[src/rtl/clock_pkg.sv]
// Shared definitions for the alarm-clock time path: entry FSM encoding,
// BCD digit limits and HH:MM field positions.
package clock_pkg;

    typedef enum logic [2:0] {
        ST_IDLE   = 3'd0,
        ST_ENTRY  = 3'd1,
        ST_CHECK  = 3'd2,
        ST_COMMIT = 3'd3,
        ST_ERROR  = 3'd4
    } entry_state_e;

    localparam logic [3:0] MAX_MS_HOUR      = 4'd2;
    localparam logic [3:0] MAX_LS_HOUR_AT_2 = 4'd3;
    localparam logic [3:0] MAX_MS_MIN       = 4'd5;
    localparam logic [3:0] MAX_BCD          = 4'd9;

    localparam int MS_HOUR_LSB = 12;
    localparam int LS_HOUR_LSB = 8;
    localparam int MS_MIN_LSB  = 4;
    localparam int LS_MIN_LSB  = 0;

    function automatic logic [3:0] hhmm_digit(input logic [15:0] value, input int lsb);
        return value[lsb +: 4];
    endfunction

endpackage

[src/rtl/bcd_time_check.sv]
// Combinational legality test of a packed BCD HH:MM value (00:00 .. 23:59).
// Shared by the keypad entry path and the clock counter load path.
module bcd_time_check
    import clock_pkg::*;
(
    input  logic [15:0] value,
    output logic        legal
);

    logic [3:0] ms_hour;
    logic [3:0] ls_hour;
    logic [3:0] ms_min;
    logic [3:0] ls_min;

    assign ms_hour = hhmm_digit(value, MS_HOUR_LSB);
    assign ls_hour = hhmm_digit(value, LS_HOUR_LSB);
    assign ms_min  = hhmm_digit(value, MS_MIN_LSB);
    assign ls_min  = hhmm_digit(value, LS_MIN_LSB);

    assign legal = (ms_hour <= MAX_MS_HOUR)
                && ((ms_hour != MAX_MS_HOUR) || (ls_hour <= MAX_LS_HOUR_AT_2))
                && (ls_hour <= MAX_BCD)
                && (ms_min <= MAX_MS_MIN)
                && (ls_min <= MAX_BCD);

endmodule

[src/rtl/time_entry_ctrl.sv]
// Keypad HH:MM entry sequencer: assembles digits, range-checks them and
// issues a one-cycle load strobe to the time counter or alarm register.
//
//   state  | meaning
//   IDLE   | no entry in progress, display shows time/alarm
//   ENTRY  | collecting digits, entry shown, timeout running
//   CHECK  | one cycle, range-check of the assembled value
//   COMMIT | one cycle, load strobe to the latched target
//   ERROR  | one cycle, rejection pulse, then back to ENTRY
module time_entry_ctrl
    import clock_pkg::*;
#(
    parameter int TIMEOUT_CYCLES = 1000,
    parameter int TMO_W          = 10
) (
    input  logic        clk,
    input  logic        reset_n,
    input  logic        key_valid,
    input  logic [3:0]  key_digit,
    input  logic        set_time,
    input  logic        set_alarm,
    input  logic        cancel,
    output logic [15:0] entry_value,
    output logic        show_entry,
    output logic        load_time,
    output logic        load_alarm,
    output logic        entry_error,
    output logic [2:0]  digit_count
);

    localparam logic [TMO_W-1:0] TMO_LAST = TMO_W'(TIMEOUT_CYCLES - 1);

    entry_state_e      state, state_nxt;
    logic [15:0]       entry_nxt;
    logic [2:0]        count_nxt;
    logic [TMO_W-1:0]  tmo_cnt, tmo_nxt, tmo_inc;
    logic              target_alarm, target_nxt;
    logic              value_legal;
    logic              key_ok;

    bcd_time_check u_check (
        .value (entry_value),
        .legal (value_legal)
    );

    assign key_ok  = key_valid && (key_digit <= MAX_BCD);
    assign tmo_inc = tmo_cnt + TMO_W'(1);

    always_ff @(posedge clk or negedge reset_n) begin
        if (!reset_n) begin
            state        <= ST_IDLE;
            entry_value  <= 16'h0000;
            digit_count  <= 3'd0;
            tmo_cnt      <= '0;
            target_alarm <= 1'b0;
        end else begin
            state        <= state_nxt;
            entry_value  <= entry_nxt;
            digit_count  <= count_nxt;
            tmo_cnt      <= tmo_nxt;
            target_alarm <= target_nxt;
        end
    end

    always_comb begin
        state_nxt  = state;
        entry_nxt  = entry_value;
        count_nxt  = digit_count;
        tmo_nxt    = tmo_cnt;
        target_nxt = target_alarm;
        case (state)
            ST_IDLE: begin
                tmo_nxt = '0;
                if (key_ok) begin
                    entry_nxt = {12'h000, key_digit};
                    count_nxt = 3'd1;
                    state_nxt = ST_ENTRY;
                end
            end
            ST_ENTRY: begin
                if (cancel) begin
                    state_nxt = ST_IDLE;
                    count_nxt = 3'd0;
                    tmo_nxt   = '0;
                end else if (set_time) begin
                    target_nxt = 1'b0;
                    state_nxt  = ST_CHECK;
                end else if (set_alarm) begin
                    target_nxt = 1'b1;
                    state_nxt  = ST_CHECK;
                end else if (key_valid) begin
                    // Any key press, even a non-digit, counts as activity.
                    tmo_nxt = '0;
                    if (key_ok) begin
                        entry_nxt = {entry_value[11:0], key_digit};
                        count_nxt = (digit_count == 3'd4) ? 3'd4 : digit_count + 3'd1;
                    end
                end else if (tmo_inc == TMO_LAST) begin
                    state_nxt = ST_IDLE;
                    count_nxt = 3'd0;
                    tmo_nxt   = '0;
                end else begin
                    tmo_nxt = tmo_inc;
                end
            end
            ST_CHECK: begin
                state_nxt = (value_legal && (digit_count != 3'd0)) ? ST_COMMIT : ST_ERROR;
            end
            ST_COMMIT: begin
                state_nxt = ST_IDLE;
                count_nxt = 3'd0;
            end
            ST_ERROR: begin
                state_nxt = ST_ENTRY;
                tmo_nxt   = '0;
            end
            default: begin
                state_nxt = ST_IDLE;
                count_nxt = 3'd0;
                tmo_nxt   = '0;
            end
        endcase
    end

    assign show_entry  = (state == ST_ENTRY);
    assign load_time   = (state == ST_COMMIT) && !target_alarm;
    assign load_alarm  = (state == ST_COMMIT) && target_alarm;
    assign entry_error = (state == ST_ERROR);

endmodule

[config.mk]
export PLATFORM = sky130hd
export DESIGN_NAME = time_entry_ctrl
export DESIGN_NICKNAME = d
export VERILOG_FILES = /design/src/rtl/clock_pkg.sv /design/src/rtl/bcd_time_check.sv /design/src/rtl/time_entry_ctrl.sv
export SDC_FILE = /design/constraint.sdc
export NUM_CORES = 1
export LEC_CHECK = 0
export ABC_AREA = 0
export BUFFER_PORTS_ARGS = -buffer_cell sky130_fd_sc_hd__buf_4
export CORE_AREA = 2 2 69 71
export DETAILED_ROUTE_END_ITERATION = 8
export DIE_AREA = 0 0 71 73
export PLACE_DENSITY = 0.67
export SYNTH_ARGS = -nofsm -noshare
export SYNTH_HDL_FRONTEND = slang
export SYNTH_HIERARCHICAL = 1
export SYNTH_SLANG_ARGS = --single-unit
[constraint.sdc]
create_clock -name clk -period 6.1 [get_ports clk]
set_input_delay 0.305 -clock clk [delete_from_list [all_inputs] [get_ports clk]]
set_output_delay 0.305 -clock clk [all_outputs]
set_load 0.02 [all_outputs]
==> impl_metrics.csv, run 1 <==
group,metric,value,unit
synthesis,area_share_of_the_largest_cell_type_after_synthesis,44.4,%
synthesis,postSynthCellCount,202,
cts,cts.root.buffer_cell,"sky130_fd_sc_hd__clkbuf_8",
drt,routed_via_density,5.42,
global_routing,antenna_violations_before_repair,0,
timing,worst_slew_pin_slew,0.891,ns
synthesis,ys_top_cells_by_count,"sky130_fd_sc_hd__dfrtp_1, sky130_fd_sc_hd__nand2_1, sky130_fd_sc_hd__o21ai_0",
floorplanning,fp.dieArea,5180,um2
synthesis,synth-edff-count,0,
finish,layout.core_utilization,49.6,%
synthesis,synthesis.area_per_instance,9.20,um2
global_routing,first_global_vias,1381,
cts,post_cts_resize_count,0,
floorplanning,fp.coreArea,4540,um2
critical_path,arrival_time_at_the_worst_endpoint,2.39,ns
timing,worst_slack,3.89,ns
synthesis,synth.area.top_cells,"sky130_fd_sc_hd__dfrtp_1, sky130_fd_sc_hd__nand2_1, sky130_fd_sc_hd__o21ai_0, sky130_fd_sc_hd__a21oi_1, sky130_fd_sc_hd__ha_1",
synthesis,netlist.top_cell.by_area,"sky130_fd_sc_hd__dfrtp_1",
timing,slew_headroom,40.6,%
finish,post_route_cells_drive_above_1_share,24.9,%
floorplanning,initial_core_util,41.0,%
global_routing,grt_pass1_wl,6600,um
finish,area_growth_from_synthesis_to_layout,21.1,%
drt,post-route-drc-count,0,
global_routing,grt_max_degree,34,
run_status,outcome,"finished, final reports clean",
critical_path,crit_path_max_fanout,6,
drt,overall_via_count_from_detail_route,1556,
timing,period_minus_slack,2.21,ns
floorplanning,die_height,73,um
synthesis,seq_area_frac_synth,44.4,%
worst_hold_path,min_path_type,"in2reg",
timing,grt_setup_unrepaired,"no",
place,portBuffers,32,
cts,clock_latency_on_the_worst_skew_pair,0.29,ns
floorplanning,rows,25,
drt,routed_wire_length_per_instance,13.7,um
flow_run,drv_cap,0,
power_and_ir_drop,vdd_drop_max,0.000248,V
drt,totalWireLength,3920,um
timing,share_of_the_cycle_needed_by_the_critical_path_after_routing,36.3,%
synthesis,synth_seq_cells,33,
place,detailed_place_hpwl,2750,um
critical_path,req_time_crit_path,6.28,ns
cts,clockBufferDepth,2,
timing,finalMaxSlewViolations,0,
synthesis,dominantRegCellSynth,"sky130_fd_sc_hd__dfrtp_1",
drt,postRouteAntennaNets,0,
timing,finalHoldViolCount,0,
cts,tritoncts_buffers,5,
synthesis,syn-cell-area,1860,um2
power_and_ir_drop,power.total,908,uW
timing,timing.clock.skew,0.00834,ns
cts,tritoncts_num_sinks,33,
synthesis,synth_cell_type_count,43,
cts,worst_setup_hold_path_clk_slew,0.08,ns
cts,cts_tree,"done",
timing,fin_hold_ws,0.209,ns
timing,max_freq,452,MHz
drt,firstDrtPassIters,4,
place,preCtsSetupSlack,3.84,ns
critical_path,setup_crit_path_kind,"reg2reg",
synthesis,syn_nets,216,
timing,setup-violations-final,0,
drt,detail_route.iter0.violations,103,
floorplanning,boundaryPins,33,
synthesis,synth.yosys.warnings,6,
critical_path,timing.critical_path.from_type,"flop",
finish,antenna_cells,0,
power_and_ir_drop,powerDensity,403,nW/um2
timing,tns,0,ns
finish,net_count_of_the_finished_layout,246,
place,gpl.final_weighted_congestion,0.848,
power_and_ir_drop,static-leakage-power,0.955,nW
synthesis,synth-async-reset-ratio,100,%
global_routing,grt_usage,16.1,%
cts,cts_htree_levels,2,
floorplanning,floorplan.die.width,71,um
critical_path,cp-end-kind,"flop",
global_routing,globalRoute.totalOverflow,0,
## layout by cell type, fill, tap and decap left out, types with 5 or more instances in the layout
| cell type | synthesis | layout |
|---|---|---|
| sky130_fd_sc_hd__buf_4 | 0 | 32 |
| sky130_fd_sc_hd__o21ai_0 | 23 | 23 |
| sky130_fd_sc_hd__nor2_1 | 9 | 9 |
| sky130_fd_sc_hd__dfrtp_1 | 33 | 33 |
| sky130_fd_sc_hd__nand2_1 | 33 | 33 |
| sky130_fd_sc_hd__nand3_1 | 8 | 8 |
| sky130_fd_sc_hd__inv_1 | 12 | 12 |
| sky130_fd_sc_hd__clkbuf_8 | 0 | 5 |
| sky130_fd_sc_hd__a21oi_1 | 12 | 12 |
## cell type report
cell class | instances | area, um2
fillers | 426 | 2280
multi-input cells | 147 | 947
flip-flops and latches | 33 | 826
repair buffers | 33 | 250
clock buffers | 5 | 68.8
well taps | 54 | 67.6
clock inverters | 3 | 46.3
inverters | 12 | 45.0
## logic make-up after synthesis
| kind of cell | after synthesis | synth area share (%) |
|---|---|---|
| compound gates | 55 | 19.7 |
| fa+ha+maj | 4 | 2.69 |
| mux | 8 | 4.85 |
| simple gates | 78 | 22.8 |
| flops | 33 | 44.4 |
| buf+inv | 22 | 4.58 |
| xor+xnor | 2 | 0.943 |
## where the power goes
part           internal (mW)  leakage, nW  total (mW)  switching [mW]
Combinational          0.156        0.458       0.359           0.202
Sequential             0.269        0.443       0.340          0.0711
Clock                  0.122       0.0543       0.210          0.0876
## per-stage QoR
stage	cell area, um2	instances
after floorplan	1860	202
after global placement	2130	278
after detailed placement	2130	278
after CTS	2250	287
after global routing	2250	287
final	2250	287
## state kept, by name (all words and copies together), names as in the netlist
signal,cells
digit_count,3
target_alarm,1
entry_value,16
tmo_cnt,10
state,3
## final timing paths
kind                                 from              to  slack [ns]  cells after the start
setup / recovery               tmo_cnt[0]  digit_count[0]        3.89                      6
hold / removal                   set_time    target_alarm        0.21                      2
setup reg to reg               tmo_cnt[0]  digit_count[0]        3.89                      6
hold reg to reg            entry_value[4]  entry_value[4]        0.51                      2
max in group asynchronous         reset_n  entry_value[8]        5.30                      2
min in group asynchronous         reset_n      tmo_cnt[8]        0.49                      2
## critical path, stage by stage (launching register included)
cell                      delay, ns
sky130_fd_sc_hd__dfrtp_1       0.43
sky130_fd_sc_hd__ha_1          0.28
sky130_fd_sc_hd__xnor2_1       0.17
sky130_fd_sc_hd__nor4b_4       0.28
sky130_fd_sc_hd__nand3_2       0.18
sky130_fd_sc_hd__o41ai_4       0.43
sky130_fd_sc_hd__mux2_4        0.33
## per-layer routing
layer  routed length [um]  vias up  share of wire, %  GRT usage, %
li1                     -      778                 -             -
met1                 1930      739                49          23.1
met2                 1790       35                46          24.0
met3                  158        4               4.0          3.73
met4                   38        0              0.97          5.24
met5                    0        -                 0             0
## repair_timing
| item | in CTS | in global routing |
|---|---|---|
| hold buffers | 1 | 0 |
| endpoints found under the hold margin | 33 | 0 |
| buffers inserted | 0 | 0 |
Note: power is estimated with default switching activity, not from simulation.
==> run 2: changes to the inputs <==
--- a/config.mk
+++ b/config.mk
@@ -10,7 +10,7 @@
 export CORE_AREA = 2 2 69 71
 export DETAILED_ROUTE_END_ITERATION = 8
 export DIE_AREA = 0 0 71 73
-export PLACE_DENSITY = 0.67
+export PLACE_DENSITY = 0.69
 export SYNTH_ARGS = -nofsm -noshare
 export SYNTH_HDL_FRONTEND = slang
 export SYNTH_HIERARCHICAL = 1
==> constraint.sdc (replaced) <==
create_clock -name clk -period 2 [get_ports clk]
set_input_delay 0.1 -clock clk [delete_from_list [all_inputs] [get_ports clk]]
set_output_delay 0.1 -clock clk [all_outputs]
set_load 0.02 [all_outputs]
==> run 2 against run 1 <==
Sequential cell count is the same; routed wire length rose by 9.1%; largest cell class unchanged; count of clock-buffer cells in the layout grew 1; combinational power rose to 3.5 times the previous value.
==> impl_metrics.csv, run 2 (synthesis results as in run 1) <==
group,metric,value,unit
run_status,outcome,"finished, final reports clean",
finish,registers.top_by_ff_count,"entry_value",
finish,final_cell_count_without_fillers,310,
power_and_ir_drop,powerDensity,1150,nW/um2
worst_hold_path,hold_path_depth,2,
drt,routed_wire_length_per_instance,13.8,um
finish,net_count_of_the_finished_layout,269,
power_and_ir_drop,switching_share,40.4,%
timing,fin_hold_ws,0.0417,ns
drt,postRouteAntennaNets,0,
place,gpl.final_weighted_congestion,0.889,
timing,timing.clock.skew,0.0158,ns
worst_hold_path,min_path_type,"in2reg",
timing,max_freq,504,MHz
critical_path,req_time_crit_path,2.19,ns
finish,largest_register_ffs,16,
cts,clock_latency_on_the_worst_skew_pair,0.29,ns
floorplanning,fp.coreArea,4540,um2
drt,post-route-drc-count,0,
critical_path,setup_crit_path_kind,"reg2reg",
cts,worst_setup_hold_path_clk_slew,0.07,ns
place,portBuffers,32,
finish,final_cell_mix,"sky130_fd_sc_hd__buf_4, sky130_fd_sc_hd__nand2_1, sky130_fd_sc_hd__dfrtp_1",
timing,slew_headroom,68.7,%
finish,layout.core_utilization,53.7,%
power_and_ir_drop,power.internal,1.68,mW
finish,final-seq-area,826,um2
power_and_ir_drop,clkPwrFrac,19.4,%
timing,finalHoldViolCount,0,
floorplanning,die_height,73,um
power_and_ir_drop,power.share.sequential,35.6,%
critical_path,timing.critical_path.from_type,"flop",
finish,antenna_cells,0,
place,cells_after_dpl,299,
finish,area_growth_from_synthesis_to_layout,31.2,%
timing,share_of_the_cycle_needed_by_the_critical_path_after_routing,99.2,%
floorplanning,initial_core_util,41.0,%
drt,totalWireLength,4280,um
global_routing,first_global_vias,1446,
timing,period_minus_slack,1.98,ns
critical_path,arrival_time_at_the_worst_endpoint,2.17,ns
timing,setup-violations-final,0,
timing,worst_slew_pin_slew,0.470,ns
place,detailed_place_hpwl,3100,um
cts,tritoncts_buffers,5,
cts,cts_htree_levels,2,
critical_path,crit_path_max_fanout,2,
timing,finalMaxSlewViolations,0,
drt,detail_route.iter0.violations,78,
floorplanning,fp.dieArea,5180,um2
global_routing,grt_max_degree,34,
drt,overall_via_count_from_detail_route,1633,
finish,post_route_cells_drive_above_1_share,32.8,%
global_routing,globalRoute.totalOverflow,0,
timing,grt_setup_unrepaired,"yes",
power_and_ir_drop,power.share.combinational,45.0,%
cts,cts.root.buffer_cell,"sky130_fd_sc_hd__clkbuf_8",
drt,routed_via_density,5.27,
drt,firstDrtPassIters,4,
cts,cts_tree,"done",
finish,filler_cell_count,420,
finish,registers_with_the_highest_flip_flop_counts,"entry_value: 16 flops, tmo_cnt: 10 flops",
finish,final_common_cell,"sky130_fd_sc_hd__buf_4",
global_routing,grt_pass1_wl,6930,um
floorplanning,boundaryPins,33,
floorplanning,rows,25,
finish,multiInputGateArea,977,um2
floorplanning,floorplan.die.width,71,um
power_and_ir_drop,switching_power,1.14,mW
power_and_ir_drop,power.total,2.81,mW
global_routing,grt_usage,17.1,%
power_and_ir_drop,vdd_drop_max,0.000653,V
critical_path,cp-end-kind,"flop",
critical_path,reg2regPathDepth,7,
cts,tritoncts_num_sinks,33,
cts,clockBufferDepth,2,
power_and_ir_drop,static-leakage-power,1.07,nW
global_routing,antenna_violations_before_repair,0,
flow_run,drv_cap,0,
==> run 2: cell count changes in the layout (fill, tap and decap cells not counted), sizes merged <==
cell | before | now
dlygate4sd3 | 1 | 2
clkbuf | 5 | 6
clkinv | 1 | 2
buf | 32 | 54
clkinvlp | 1 | 0
bufinv | 1 | 0
==> run 2: worst max-delay path, stage by stage, from the launching register on <==
cell and delay, ns:
sky130_fd_sc_hd__dfrtp_1 0.38, sky130_fd_sc_hd__ha_2 0.21, sky130_fd_sc_hd__xnor2_2 0.15, sky130_fd_sc_hd__nor4b_4 0.24, sky130_fd_sc_hd__nand3_2 0.14, sky130_fd_sc_hd__buf_4 0.16, sky130_fd_sc_hd__or3_1 0.30, sky130_fd_sc_hd__a221oi_1 0.30
==> run 2: power by group through the flow <==
stage	clock network (mW)	registers, mW	logic [mW]
after floorplan	0	1.11	0.648
after global placement	0	1.01	1.23
after detailed placement	0	1.01	1.25
after CTS	0.556	0.998	1.26
after global routing	0.586	1.02	1.37
final	0.547	1.00	1.26
==> run 2: layer usage <==
metal	part of all wire [%]	vias up	wire length, um	global-route usage, %
li1	-	825	-	-
met2	45	40	1930	25.6
met5	0	-	0	0
met4	1.8	0	75	7.13
met3	3.6	8	153	3.73
met1	49	760	2120	24.0
==> run 2: timing repair <==
action                                 CTS  global route
pin swaps                                1             1
setup buffers                            0             1
endpoints found under the hold margin   34             0
setup endpoints to repair                2             4
hold buffers                             2             0
gates resized for setup                  1             3
==> run 2: final timing paths <==
path / from / end / slack (ns)
max: tmo_cnt[0] / digit_count[2] / 0.02
min: key_digit[0] / entry_value[0] / 0.04
min reg2reg: entry_value[4] / entry_value[4] / 0.50
min in group asynchronous: reset_n / tmo_cnt[7] / 0.28
max reg2reg: tmo_cnt[0] / digit_count[2] / 0.02
max in group asynchronous: reset_n / entry_value[11] / 1.39
==> run 2: layout make-up <==
type / count / share of cell area, %
clock buffers: 6 / 3.39
inverters: 12 / 1.85
flip-flops and latches: 33 / 33.9
multi-input cells: 147 / 40.1
well taps: 54 / 2.77
clock inverters: 2 / 0.565
repair buffers: 56 / 17.5
==> run 2: metrics by stage <==
step                      setup TNS (ns)  instance area, um2  worst slack (ns)
final                                  0                2440            0.0159
after detailed placement         -0.0112                2290          -0.00656
after global placement                 0                2290            0.0568
after CTS                              0                2410           0.00788
after global routing              -0.186                2440            -0.110
after floorplan                  -0.0271                1860           -0.0271
